<file path="src/rtl/gray_value_monitor_if.sv">
// Bundle of the monitor's data-path signals: Gray sample in, binary events out, status.
// Latency: none (wires only).
// Backpressure: value_rdy from the consumer throttles event delivery.
interface gray_value_monitor_if #(
    parameter int WIDTH = 4
);
    logic [WIDTH-1:0] read_gray;      // Gray value from the counter
    logic             read_gray_rdy;  // read_gray is valid this cycle
    logic             value_ena;      // event presented and taken this cycle
    logic [WIDTH-1:0] value_v;        // binary value of the event
    logic             value_rdy;      // consumer can accept an event
    logic             clear_ena;      // clear error and dropped
    logic             clear_rdy;      // always ready
    logic             error;          // sticky multi-bit transition flag
    logic [7:0]       dropped;        // events lost to a full FIFO, saturating

    // Monitor side
    modport slave (
        input  read_gray, read_gray_rdy, value_rdy, clear_ena,
        output value_ena, value_v, clear_rdy, error, dropped
    );

    // Counter / consumer / bench side
    modport master (
        output read_gray, read_gray_rdy, value_rdy, clear_ena,
        input  value_ena, value_v, clear_rdy, error, dropped
    );
endinterface

</file>
<file path="src/rtl/gray_value_monitor.sv">
// Samples a Gray counter, queues each new value (as binary) in a small FIFO, flags illegal jumps.
// Latency: change sampled in cycle n is visible on value_ena/value_v in cycle n+1 at the earliest.
// Backpressure: value_rdy=0 holds the FIFO; changes arriving while full are dropped and counted.
module gray_value_monitor #(
    parameter int WIDTH = 4,
    parameter int DEPTH = 4
) (
    input  logic                  CLK,
    input  logic                  nRST,
    gray_value_monitor_if.slave   bus
);
    localparam int AW = $clog2(DEPTH);

    logic [WIDTH-1:0] last_gray;
    logic             primed;
    logic [WIDTH-1:0] mem [DEPTH];
    logic [AW:0]      wr_ptr;
    logic [AW:0]      rd_ptr;
    logic             error_q;
    logic [7:0]       dropped_q;

    logic             empty;
    logic             full;
    logic             pop;
    logic             chg;
    logic             push;
    logic             drop;
    logic             multi_bit;
    logic [WIDTH-1:0] diff;
    logic [WIDTH-1:0] bin;

    // FIFO state: the extra pointer MSB tells a full ring from an empty one
    assign empty = (wr_ptr == rd_ptr);
    assign full  = (wr_ptr[AW] != rd_ptr[AW]) && (wr_ptr[AW-1:0] == rd_ptr[AW-1:0]);

    // Pop depends only on FIFO state and consumer ready, never on this cycle's sample
    assign pop  = !empty && bus.value_rdy;
    assign chg  = primed && bus.read_gray_rdy && (bus.read_gray != last_gray);
    // A full FIFO still accepts the event when the head leaves in the same cycle
    assign push = chg && (!full || pop);
    assign drop = chg && full && !pop;

    // A legal Gray step flips exactly one bit; diff is nonzero whenever chg is set
    assign diff      = bus.read_gray ^ last_gray;
    assign multi_bit = (diff & (diff - {{(WIDTH-1){1'b0}}, 1'b1})) != '0;

    // Gray to binary: each binary bit is the XOR of all Gray bits at or above it
    always_comb begin
        bin = '0;
        for (int i = 0; i < WIDTH; i++) begin
            bin[i] = ^(bus.read_gray >> i);
        end
    end

    assign bus.value_ena = pop;
    assign bus.value_v   = empty ? '0 : mem[rd_ptr[AW-1:0]];
    assign bus.clear_rdy = 1'b1;
    assign bus.error     = error_q;
    assign bus.dropped   = dropped_q;

    // FIFO storage: data only, validity is carried by the pointers
    always_ff @(posedge CLK) begin
        if (push) begin
            mem[wr_ptr[AW-1:0]] <= bin;
        end
    end

    // Sample tracking and FIFO pointers
    always_ff @(posedge CLK or negedge nRST) begin
        if (!nRST) begin
            last_gray <= '0;
            primed    <= 1'b0;
            wr_ptr    <= '0;
            rd_ptr    <= '0;
        end else begin
            if (bus.read_gray_rdy && !primed) begin
                primed    <= 1'b1;
                last_gray <= bus.read_gray;
            end else if (chg) begin
                last_gray <= bus.read_gray;
            end
            if (push) begin
                wr_ptr <= wr_ptr + {{AW{1'b0}}, 1'b1};
            end
            if (pop) begin
                rd_ptr <= rd_ptr + {{AW{1'b0}}, 1'b1};
            end
        end
    end

    // Status: clear wins over a same-cycle error or drop, which is then not recorded
    always_ff @(posedge CLK or negedge nRST) begin
        if (!nRST) begin
            error_q   <= 1'b0;
            dropped_q <= 8'd0;
        end else if (bus.clear_ena) begin
            error_q   <= 1'b0;
            dropped_q <= 8'd0;
        end else begin
            if (chg && multi_bit) begin
                error_q <= 1'b1;
            end
            if (drop && (dropped_q != 8'hFF)) begin
                dropped_q <= dropped_q + 8'd1;
            end
        end
    end
endmodule
</file>
<file path="src/flat_wrapper.sv">
// flat-port wrapper written by rule: the top's interface ports become plain ports
module gray_value_monitor_flat 
#(
    parameter int WIDTH = 4,
    parameter int DEPTH = 4
)
  (CLK, nRST, bus_read_gray, bus_read_gray_rdy, bus_value_rdy, bus_clear_ena, bus_value_ena, bus_value_v, bus_clear_rdy, bus_error, bus_dropped);
  gray_value_monitor_if #(.WIDTH(WIDTH)) bus_i ();
  input  logic CLK;
  input  logic nRST;
  input wire logic [$bits(bus_i.read_gray)-1:0] bus_read_gray;
  input wire logic [$bits(bus_i.read_gray_rdy)-1:0] bus_read_gray_rdy;
  input wire logic [$bits(bus_i.value_rdy)-1:0] bus_value_rdy;
  input wire logic [$bits(bus_i.clear_ena)-1:0] bus_clear_ena;
  output wire logic [$bits(bus_i.value_ena)-1:0] bus_value_ena;
  output wire logic [$bits(bus_i.value_v)-1:0] bus_value_v;
  output wire logic [$bits(bus_i.clear_rdy)-1:0] bus_clear_rdy;
  output wire logic [$bits(bus_i.error)-1:0] bus_error;
  output wire logic [$bits(bus_i.dropped)-1:0] bus_dropped;
  assign bus_i.read_gray = bus_read_gray;
  assign bus_i.read_gray_rdy = bus_read_gray_rdy;
  assign bus_i.value_rdy = bus_value_rdy;
  assign bus_i.clear_ena = bus_clear_ena;
  assign bus_value_ena = bus_i.value_ena;
  assign bus_value_v = bus_i.value_v;
  assign bus_clear_rdy = bus_i.clear_rdy;
  assign bus_error = bus_i.error;
  assign bus_dropped = bus_i.dropped;
  gray_value_monitor #(.WIDTH(WIDTH), .DEPTH(DEPTH)) u_core (.CLK(CLK), .nRST(nRST), .bus(bus_i));
endmodule
</file>
<file path="config.mk">
export PLATFORM = sky130hd
export DESIGN_NAME = gray_value_monitor_flat
export DESIGN_NICKNAME = d
export VERILOG_FILES = /design/src/rtl/gray_value_monitor_if.sv /design/src/rtl/gray_value_monitor.sv /design/src/flat_wrapper.sv
export SDC_FILE = /design/constraint.sdc
export NUM_CORES = 1
export LEC_CHECK = 0
export CORE_MARGIN = 5
export CORE_UTILIZATION = 45
export DETAILED_ROUTE_END_ITERATION = 16
export HOLD_SLACK_MARGIN = 0.05
export PLACE_DENSITY_LB_ADDON = 0.25
export SLEW_MARGIN = 20
export SYNTH_ARGS = -nofsm -noshare
export SYNTH_HDL_FRONTEND = slang
export SYNTH_SLANG_ARGS = --single-unit
</file>
<file path="constraint.sdc">
create_clock -name CLK -period 2.6 [get_ports CLK]
set_clock_uncertainty 0.1 [all_clocks]
set_input_delay 0.26 -clock CLK [delete_from_list [all_inputs] [get_ports CLK]]
set_output_delay 0.26 -clock CLK [all_outputs]
set_load 0.02 [all_outputs]
</file>
## Word-level counts from Yosys, hierarchy flattened

Memories as Yosys holds them, arrays and structs flattened.
Cells that the tools add are included.

- Logic and storage cells: 50
- Register bits after elaboration: 20
- Output and inout bits: 15
- Memories: 1
- RAM bits: 16
- Input port bits: 9

- Equality and inequality tests: 5
- Bitwise logic cells: 2
- Reduce and logical (&&, ||, !) cells: 23
- Muxes and demuxes: 9
- $add $sub $neg: 4

Memories:

| name | words | width | rd ports | clocked after Yosys merged registers in | write ports | RTL line | source |
|---|---|---|---|---|---|---|---|
| u_core.mem | 4 | 4 | 1 | 0 | 1 | gray_value_monitor.sv:16 | `logic [WIDTH-1:0] mem [DEPTH];` |

Operators by type and width:

| cell | number |
|---|---|
| two-way mux 8 bit | 2 |
| parity 4 bit | 4 |
| two-way mux 4 bit | 3 |
| logical AND 1 bit | 10 |
| adder 8 x 1 -> 8 bit (second input constant) | 1 |
| != test 8 bit (second input constant) | 1 |
| adder 3 x 1 -> 3 bit (second input constant) | 2 |
| nonzero test 2 bit | 3 |
| bitwise AND 4 bit | 1 |
| logical NOT 1 bit | 4 |
| two-way mux 1 bit | 4 |
| != test 4 bit | 1 |
| nonzero test 4 bit | 1 |
| subtractor 4 x 1 -> 4 bit (second input constant) | 1 |
| bitwise XOR 4 bit | 1 |
| == test 3 bit | 1 |
| == test 2 bit | 1 |
| logical OR 1 bit | 1 |
| != test 1 bit | 1 |

## Depth between registers and ports, before layout

Gate-level depths: netlist of the first run.

- Depth after elaboration: 8
- Gate-level depth with buffers: 6
- Depth with buffers taken out: 5

## Worst setup path after synthesis of the first run

No wires, ideal clock.

- Path kind: register to register
- Start: register u_core.rd_ptr[0]
- End: memory u_core.mem[3][0] (enable)
- Data required time: 2.124 ns
- Clock period less this slack: 1.965 ns
- Path buffers: 2
- Arrival time: 1.488 ns
- Library setup time: 0.376 ns
- Slack: 0.635 ns
- Stages on the path, launching flop included: 6
- Path through: dfrtp_1 -> buf_2 -> xnor2_1 -> nand4b_1 -> buf_2 -> nor3b_1

- Longest elaborated chain between the ends: 7
- Elaborated cells between the ends (all ways): 10
- Classes of those cells: eq/ne (2); mux (2); reduce/logical (6)

RTL lines:

| item | RTL line | source |
|---|---|---|
| from (decl) | gray_value_monitor.sv:18 | `logic [AW:0] rd_ptr;` |
| from (signal assigned) | gray_value_monitor.sv:86 | `rd_ptr <= rd_ptr + {{AW{1'b0}}, 1'b1};` |
| == test 3 bit or == test 2 bit (tied branches) | gray_value_monitor.sv:33, gray_value_monitor.sv:34 |  |
| logical NOT 1 bit or logical AND 1 bit (tied branches) | gray_value_monitor.sv:37, gray_value_monitor.sv:34 |  |
| logical AND 1 bit or logical NOT 1 bit (tied branches) | gray_value_monitor.sv:37, gray_value_monitor.sv:40 |  |
| logical OR 1 bit * | gray_value_monitor.sv:40 | `assign push = chg && (!full \|\| pop);` |
| logical AND 1 bit * | gray_value_monitor.sv:40 |  |
| two-way mux 1 bit * | gray_value_monitor.sv:63 | `if (push) begin` |
| two-way mux 1 bit (not written as such) * | gray_value_monitor.sv:64 | `mem[wr_ptr[AW-1:0]] <= bin;` |
| to (decl) | gray_value_monitor.sv:16 |  |

Mark *: on every way between the ends. The rest lies on a longest branch, timed or not.

## Worst setup path in the final report of the first run

- Start: register u_core.rd_ptr[1]
- End: output port bus_value_ena

- Longest elaborated chain between the ends: 3

RTL lines:

| item | RTL line | source |
|---|---|---|
| == test 3 bit | gray_value_monitor.sv:33 | `assign empty = (wr_ptr == rd_ptr);` |
| logical NOT 1 bit | gray_value_monitor.sv:37 | `assign pop = !empty && bus.value_rdy;` |
| logical AND 1 bit | gray_value_monitor.sv:37 |  |
| to (decl) | flat_wrapper.sv:15 | `output wire logic [$bits(bus_i.value_ena)-1:0] bus_value_ena;` |

No other way between the ends.

==> results.toml, run 1 <==
[hold_path]
hold_class = "in -> async"

[power]
power.leakage_nw = 0.827
switching_power_w = 0.000645
combPwrFrac_pct = 36.3
p_int_w = 0.00139
p_per_area_nw_per_um2 = 943
p_clk_share_pct = 23.0
netSwitchingFraction_pct = 31.6
ir_drop_uv = 344
pwr-share-seq_pct = 40.7

[sta]
min_period_over_period_pct = 94.3
max_freq_ghz = 0.408
setup_viol = 0
whs_ps = 206
rsz0062_at_grt = "no"
hold_viol = 0
slew_violations = 0
tns_ps = 0
period_minus_slack_ps = 2450

[layout]
final_layout_size_suffix_gt1_share_pct = 15.8
fin_nets = 179
antenna-diode-count = 0
fin_util_pct = 57.8
syn2layout_area_growth_pct = 21.8

[cts]
htreeDepth = 2
clock-sinks = 36
ctsResizeCount = 0
clk_latency_ps = 290
cts_tree = "built"
path_clk_slew_ps = 70
clk_path_buf_depth = 2
cts_hold_buf = 0
post_cts_buffers = 0
cts-root-buf = "clkbuf_8"
cts_made_buffers = 5

[synthesis]
ys_seq_elements = 36
synth.distinct_cells = 38
avgSynthCellArea_um2 = 13.1
yosysSeqAreaShare_pct = 55.3
synth_nets = 151
synthCells = 136
yosysWarnings = 0
syn_area_um2 = 1780

[floorplan]
fp.dieW_um = 72.8
ios = 24
placementRows = 22
fp.dieH_um = 72.8
initial_core_util_pct = 47.4
core-area_um2 = 3740
die_area_um2 = 5300

[setup_path]
crit_slowest_cell = "clkdlybuf4s50_1"
r2r.worst_path.cells = 4
critPathBufInv = 2
path_cells = "xnor2_1 -> and3b_2 -> nand2b_1 -> inv_1 -> clkdlybuf4s50_1"
reg2reg_from = "u_core.rd_ptr[1]"
worstSetupEndpointType = "output pin"
cp_max_fo = 7
crit_type = "reg -> out"
timing.rr.end = "u_core.bus.dropped[0]"
cp.required_ps = 2240
critPathTopFamily = "buffers and inverters"
cp_slowest_stage_delay_ps = 590
critPathLaunchType = "register"
rrSetupSlack_ps = 380
crit_arrival_ps = 2090

[outcome]
status = "complete, no violations"

[placed_design]
io_buffers = 22
dp_hpwl_um = 2410
globalplace.congestion = 0.756

[grt]
grt_start_max_net_pins = 21
busiest_layer = "met2"
met3_usage_pct = 5.65
use_met1_pct = 16.8
grt_pass1_wl_um = 5380
gr-usage-all-layers_pct = 13.4
grt_util_met2_pct = 21.0
antenna_found_initial = 0
gr-total-overflow = 0
grt_pass1_vias = 1132

[drt]
first_pass_iters = 6
remaining_drc_errors = 0
wire_per_inst_um = 14.9
via_count = 1147
drtIter0Drc = 53
detail-route-antenna-nets = 0
totalWireLength_um = 3160
viasPerCell = 5.38

[run]
cap_viol_max_count = 0
worst max path at each step:
stage	end	cells past startpoint	from	slack, ps
2_1_floorplan	u_core.mem[3][0]	5	u_core.rd_ptr[0]	640
3_3_place_gp	u_core.mem[1][2]	5	bus_read_gray[2]	320
3_5_place_dp	u_core.mem[0][1]	5	bus_read_gray[2]	240
4_1_cts	bus_value_ena	5	u_core.rd_ptr[0]	80
5_1_grt	bus_value_ena	5	u_core.rd_ptr[1]	30
6_report	bus_value_ena	5	u_core.rd_ptr[1]	150
cell usage after synthesis:
cell	n	share of area (%)
nand3b_1	1	0.42
o22ai_1	1	0.35
a41o_1	1	0.56
nor4_1	2	0.70
or4_1	4	1.7
a21oi_1	5	1.4
nand4b_1	1	0.49
inv_1	6	1.3
xnor2_1	9	4.4
nand2b_1	3	1.1
a22oi_1	1	0.42
ha_1	6	4.2
nor3_1	1	0.28
mux4_2	4	5.1
mux2i_1	1	0.56
buf_6	1	0.63
nor3b_1	1	0.42
or2_2	1	0.35
nand3_1	2	0.56
mux2_2	9	5.7
and3_1	2	0.70
o21bai_1	1	0.42
conb_1	1	0.21
buf_2	2	0.56
and3b_1	1	0.49
o2111ai_1	1	0.49
nand4_1	2	0.70
buf_4	1	0.42
nor2_1	4	0.85
and2_1	3	1.1
o21ai_0	2	0.56
o31ai_1	4	1.7
dfrtp_1	20	28
nor2b_1	8	2.8
nand2_1	2	0.42
edfxtp_1	16	27
clkbuf_1	1	0.21
xor2_1	5	2.5
state kept, by name, summed over array words and instances (netlist names):
signal,count
u_core.mem,16
u_core.bus.dropped,8
u_core.last_gray,4
u_core.rd_ptr,3
u_core.wr_ptr,3
u_core.bus.error,1
u_core.primed,1
cells in the final DEF (no fill, tap or decap), types with 5 or more instances in the layout:
cell,n
a21oi_1,5
clkbuf_8,5
clkdlybuf4s50_1,22
dfrtp_1,19
edfxtp_1,16
ha_1,6
inv_1,6
mux2_2,9
nor2b_1,8
xnor2_1,9
xor2_1,5
cell families (layout without fill, tap and decap cells):
family,after synthesis,after routing,synth area share [%]
xor+xnor,14,14,6.91
simple gates,38,38,13.0
compound gates,16,16,5.92
fa+ha+maj,6,6,4.23
mux,14,14,11.3
buf+inv,11,40,3.10
flops,36,36,55.3
other cells,1,1,0.211
per-stage QoR:
step | total power [W] | setup WS (ps) | instances | cell area [um^2]
after floorplan | 0.00132 | 635 | 136 | 1780
after global placement | 0.00156 | 316 | 205 | 2050
after detailed placement | 0.00159 | 238 | 205 | 2050
after CTS | 0.00206 | 81.4 | 213 | 2160
after global routing | 0.00216 | 27.4 | 213 | 2160
final | 0.00204 | 149 | 213 | 2160
metal layers:
metal / wire length (um) / part of all wire (%)
met2: 1580 / 50
met5: 0 / 0
met4: 32 / 1.0
met3: 192 / 6.1
met1: 1360 / 43
final cells by class:
| type | count | area, um^2 |
|---|---|---|
| clock buffers | 5 | 68.8 |
| multi-input cells | 89 | 741 |
| repair buffers | 26 | 250 |
| well taps | 48 | 60.1 |
| inverters | 6 | 22.5 |
| clock inverters | 3 | 37.5 |
| fillers | 339 | 1580 |
| flip-flops and latches | 36 | 982 |
worst reg2reg max path: stages (launching register included):
cell and delay [ps]:
dfrtp_1 480, xnor2_1 250, nand4b_1 440, nor3_1 470, mux2_2 380
power groups by stage:
stage | clock network [W] | registers (W) | logic, W
detailed placement | 0 | 0.000842 | 0.000750
global placement | 0 | 0.000836 | 0.000724
CTS | 0.000480 | 0.000831 | 0.000753
global route | 0.000503 | 0.000847 | 0.000814
floorplan | 0 | 0.000798 | 0.000522
finish | 0.000469 | 0.000829 | 0.000740
No activity file was read; power rests on OpenSTA's default activity.
==> run 2, diff against run 1 <==
RECOVER_POWER = 50   (was not set)
==> run 2 against run 1 <==
  * Count of clock-buffer cells in the layout unchanged
  * Final cell count unchanged
  * Utilization down 0.30 points
  * Sequential power about the same
  * Largest cell class unchanged
  * Setup slack about the same
  * Worst hold slack better by 180 ps
  * Sequential share of layout area up 0.24 points
  * Die area unchanged
  * Flip-flop and latch count unchanged
  * Non-clock buffer count unchanged
==> results.toml, run 2 (same netlist as run 1, synthesis figures left out) <==
[cts]
htreeDepth = 2
post_cts_buffers = 0
clock-sinks = 36
clk_latency_ps = 290
clk_path_buf_depth = 2
cts_made_buffers = 5
cts-root-buf = "clkbuf_8"
path_clk_slew_ps = 70
cts_tree = "built"

[layout]
final_cell_mix = "dfrtp_1 (19), edfxtp_1 (16), clkdlybuf4s50_1 (12)"
fin_util_pct = 57.5
largest_register_ffs = 16
nFillCells = 343
antenna-diode-count = 0
final_layout_size_suffix_gt1_share_pct = 13.9
syn2layout_area_growth_pct = 21.1
layout_commonest_cell = "dfrtp_1"
fin_nets = 179

[hold_path]
worstHoldStart = "u_core.wr_ptr[2]"
holdPathEnd = "u_core.wr_ptr[2]"
hold_depth = 1
hold_class = "reg -> reg"

[outcome]
status = "complete, no violations"

[setup_path]
r2r.worst_path.cells = 4
crit_slowest_cell = "clkdlybuf4s50_1"
timing.rr.end = "u_core.bus.dropped[0]"
cp-startpoint = "u_core.rd_ptr[1]"
rrSetupSlack_ps = 380
critPathLaunchType = "register"
worstSetupEndpointType = "output pin"
crit_arrival_ps = 2090
cp.required_ps = 2240
path_cells = "xnor2_1 -> and3b_2 -> nand2b_1 -> inv_1 -> clkdlybuf4s50_1"
reg2reg_from = "u_core.rd_ptr[1]"
cp_slowest_stage_delay_ps = 590
cp_max_fo = 7
crit_type = "reg -> out"

[run]
cap_viol_max_count = 0

[grt]
use_met1_pct = 16.8
busiest_layer = "met2"
gr-total-overflow = 0
gr-usage-all-layers_pct = 13.4
grt_pass1_wl_um = 5380
grt_start_max_net_pins = 21
grt_pass1_vias = 1132
grt_util_met2_pct = 21.0
met3_usage_pct = 5.65
antenna_found_initial = 0

[placed_design]
io_buffers = 22
globalplace.congestion = 0.756
dp_hpwl_um = 2410

[sta]
rsz0062_at_grt = "no"
max_freq_ghz = 0.408
tns_ps = 0
period_minus_slack_ps = 2450
slew_violations = 0
max_slew.worst_pin.slew_ps = 1060
relSlewSlack_pct = 29.0
setup_viol = 0
hold_viol = 0
min_period_over_period_pct = 94.3

[power]
p_per_area_nw_per_um2 = 945
ir_drop_uv = 344
power.leakage_nw = 0.840

[floorplan]
fp.dieW_um = 72.8
fp.dieH_um = 72.8
placementRows = 22
core-area_um2 = 3740
ios = 24
initial_core_util_pct = 47.4
die_area_um2 = 5300

[drt]
drtIter0Drc = 53
wire_per_inst_um = 14.8
detail-route-antenna-nets = 0
first_pass_iters = 6
remaining_drc_errors = 0
viasPerCell = 5.39
totalWireLength_um = 3160
via_count = 1148
[run 2: cell types whose count changed in the layout (fill, tap and decap cells not counted)]
cell,previous run,this run
clkdlybuf4s50_1,22,12
dlygate4sd3_1,0,10
buf_4,4,1
clkbuf_1,0,3
[run 2: how the worst max path moves through the flow]
stage / to / slack (ps)
detailed placement: u_core.mem[0][1] / 240
global route: bus_value_ena / 30
CTS: bus_value_ena / 80
global placement: u_core.mem[1][2] / 320
floorplan: u_core.mem[3][0] / 640
finish: bus_value_ena / 150
[run 2: cell type report]
| class | count | area, um^2 | area share [%] |
|---|---|---|---|
| clock buffer | 5 | 68.8 | 3.20 |
| clock inverter | 3 | 37.5 | 1.75 |
| inverter | 6 | 22.5 | 1.05 |
| multi-input combinational | 89 | 741 | 34.4 |
| sequential | 36 | 982 | 45.7 |
| tap | 48 | 60.1 | 2.79 |
| timing repair buffer | 26 | 239 | 11.1 |
[run 2: power by group]
| part | total (W) | internal [W] | switching [W] |
|---|---|---|---|
| clock network | 0.000469 | 0.000279 | 0.000190 |
| logic | 0.000734 | 0.000385 | 0.000349 |
| registers | 0.000829 | 0.000724 | 0.000105 |
[run 2: metrics by stage]
| step | hold slack, ps | setup slack (ps) | instances | total power [W] | area [um^2] |
|---|---|---|---|---|---|
| 2_1_floorplan | -136 | 635 | 136 | 0.00132 | 1780 |
| 3_3_place_gp | 374 | 316 | 205 | 0.00156 | 2050 |
| 3_5_place_dp | 364 | 238 | 205 | 0.00159 | 2050 |
| 4_1_cts | 208 | 81.4 | 213 | 0.00206 | 2160 |
| 5_1_grt | 395 | 27.4 | 213 | 0.00216 | 2150 |
| 6_report | 387 | 149 | 213 | 0.00203 | 2150 |
[run 2: repair_timing]
action                     4_1_cts  5_1_grt
hold buffers                     0        0
gates resized for setup          0        2
setup endpoints to repair        0        1
hold endpoints to repair         0        0
[run 2: critical path, delay by kind of cell (launching register included)]
family                 cells  cell delay, ps
XOR/XNOR                   1             190
flip-flops                 1             480
AND/OR/NAND/NOR            2             480
buffers and inverters      2             660
[run 2: routing by layer]
layer,share of wire [%],wire [um]
met1,43,1350
met2,50,1580
met3,6.3,199
met4,1.0,32
met5,0,0
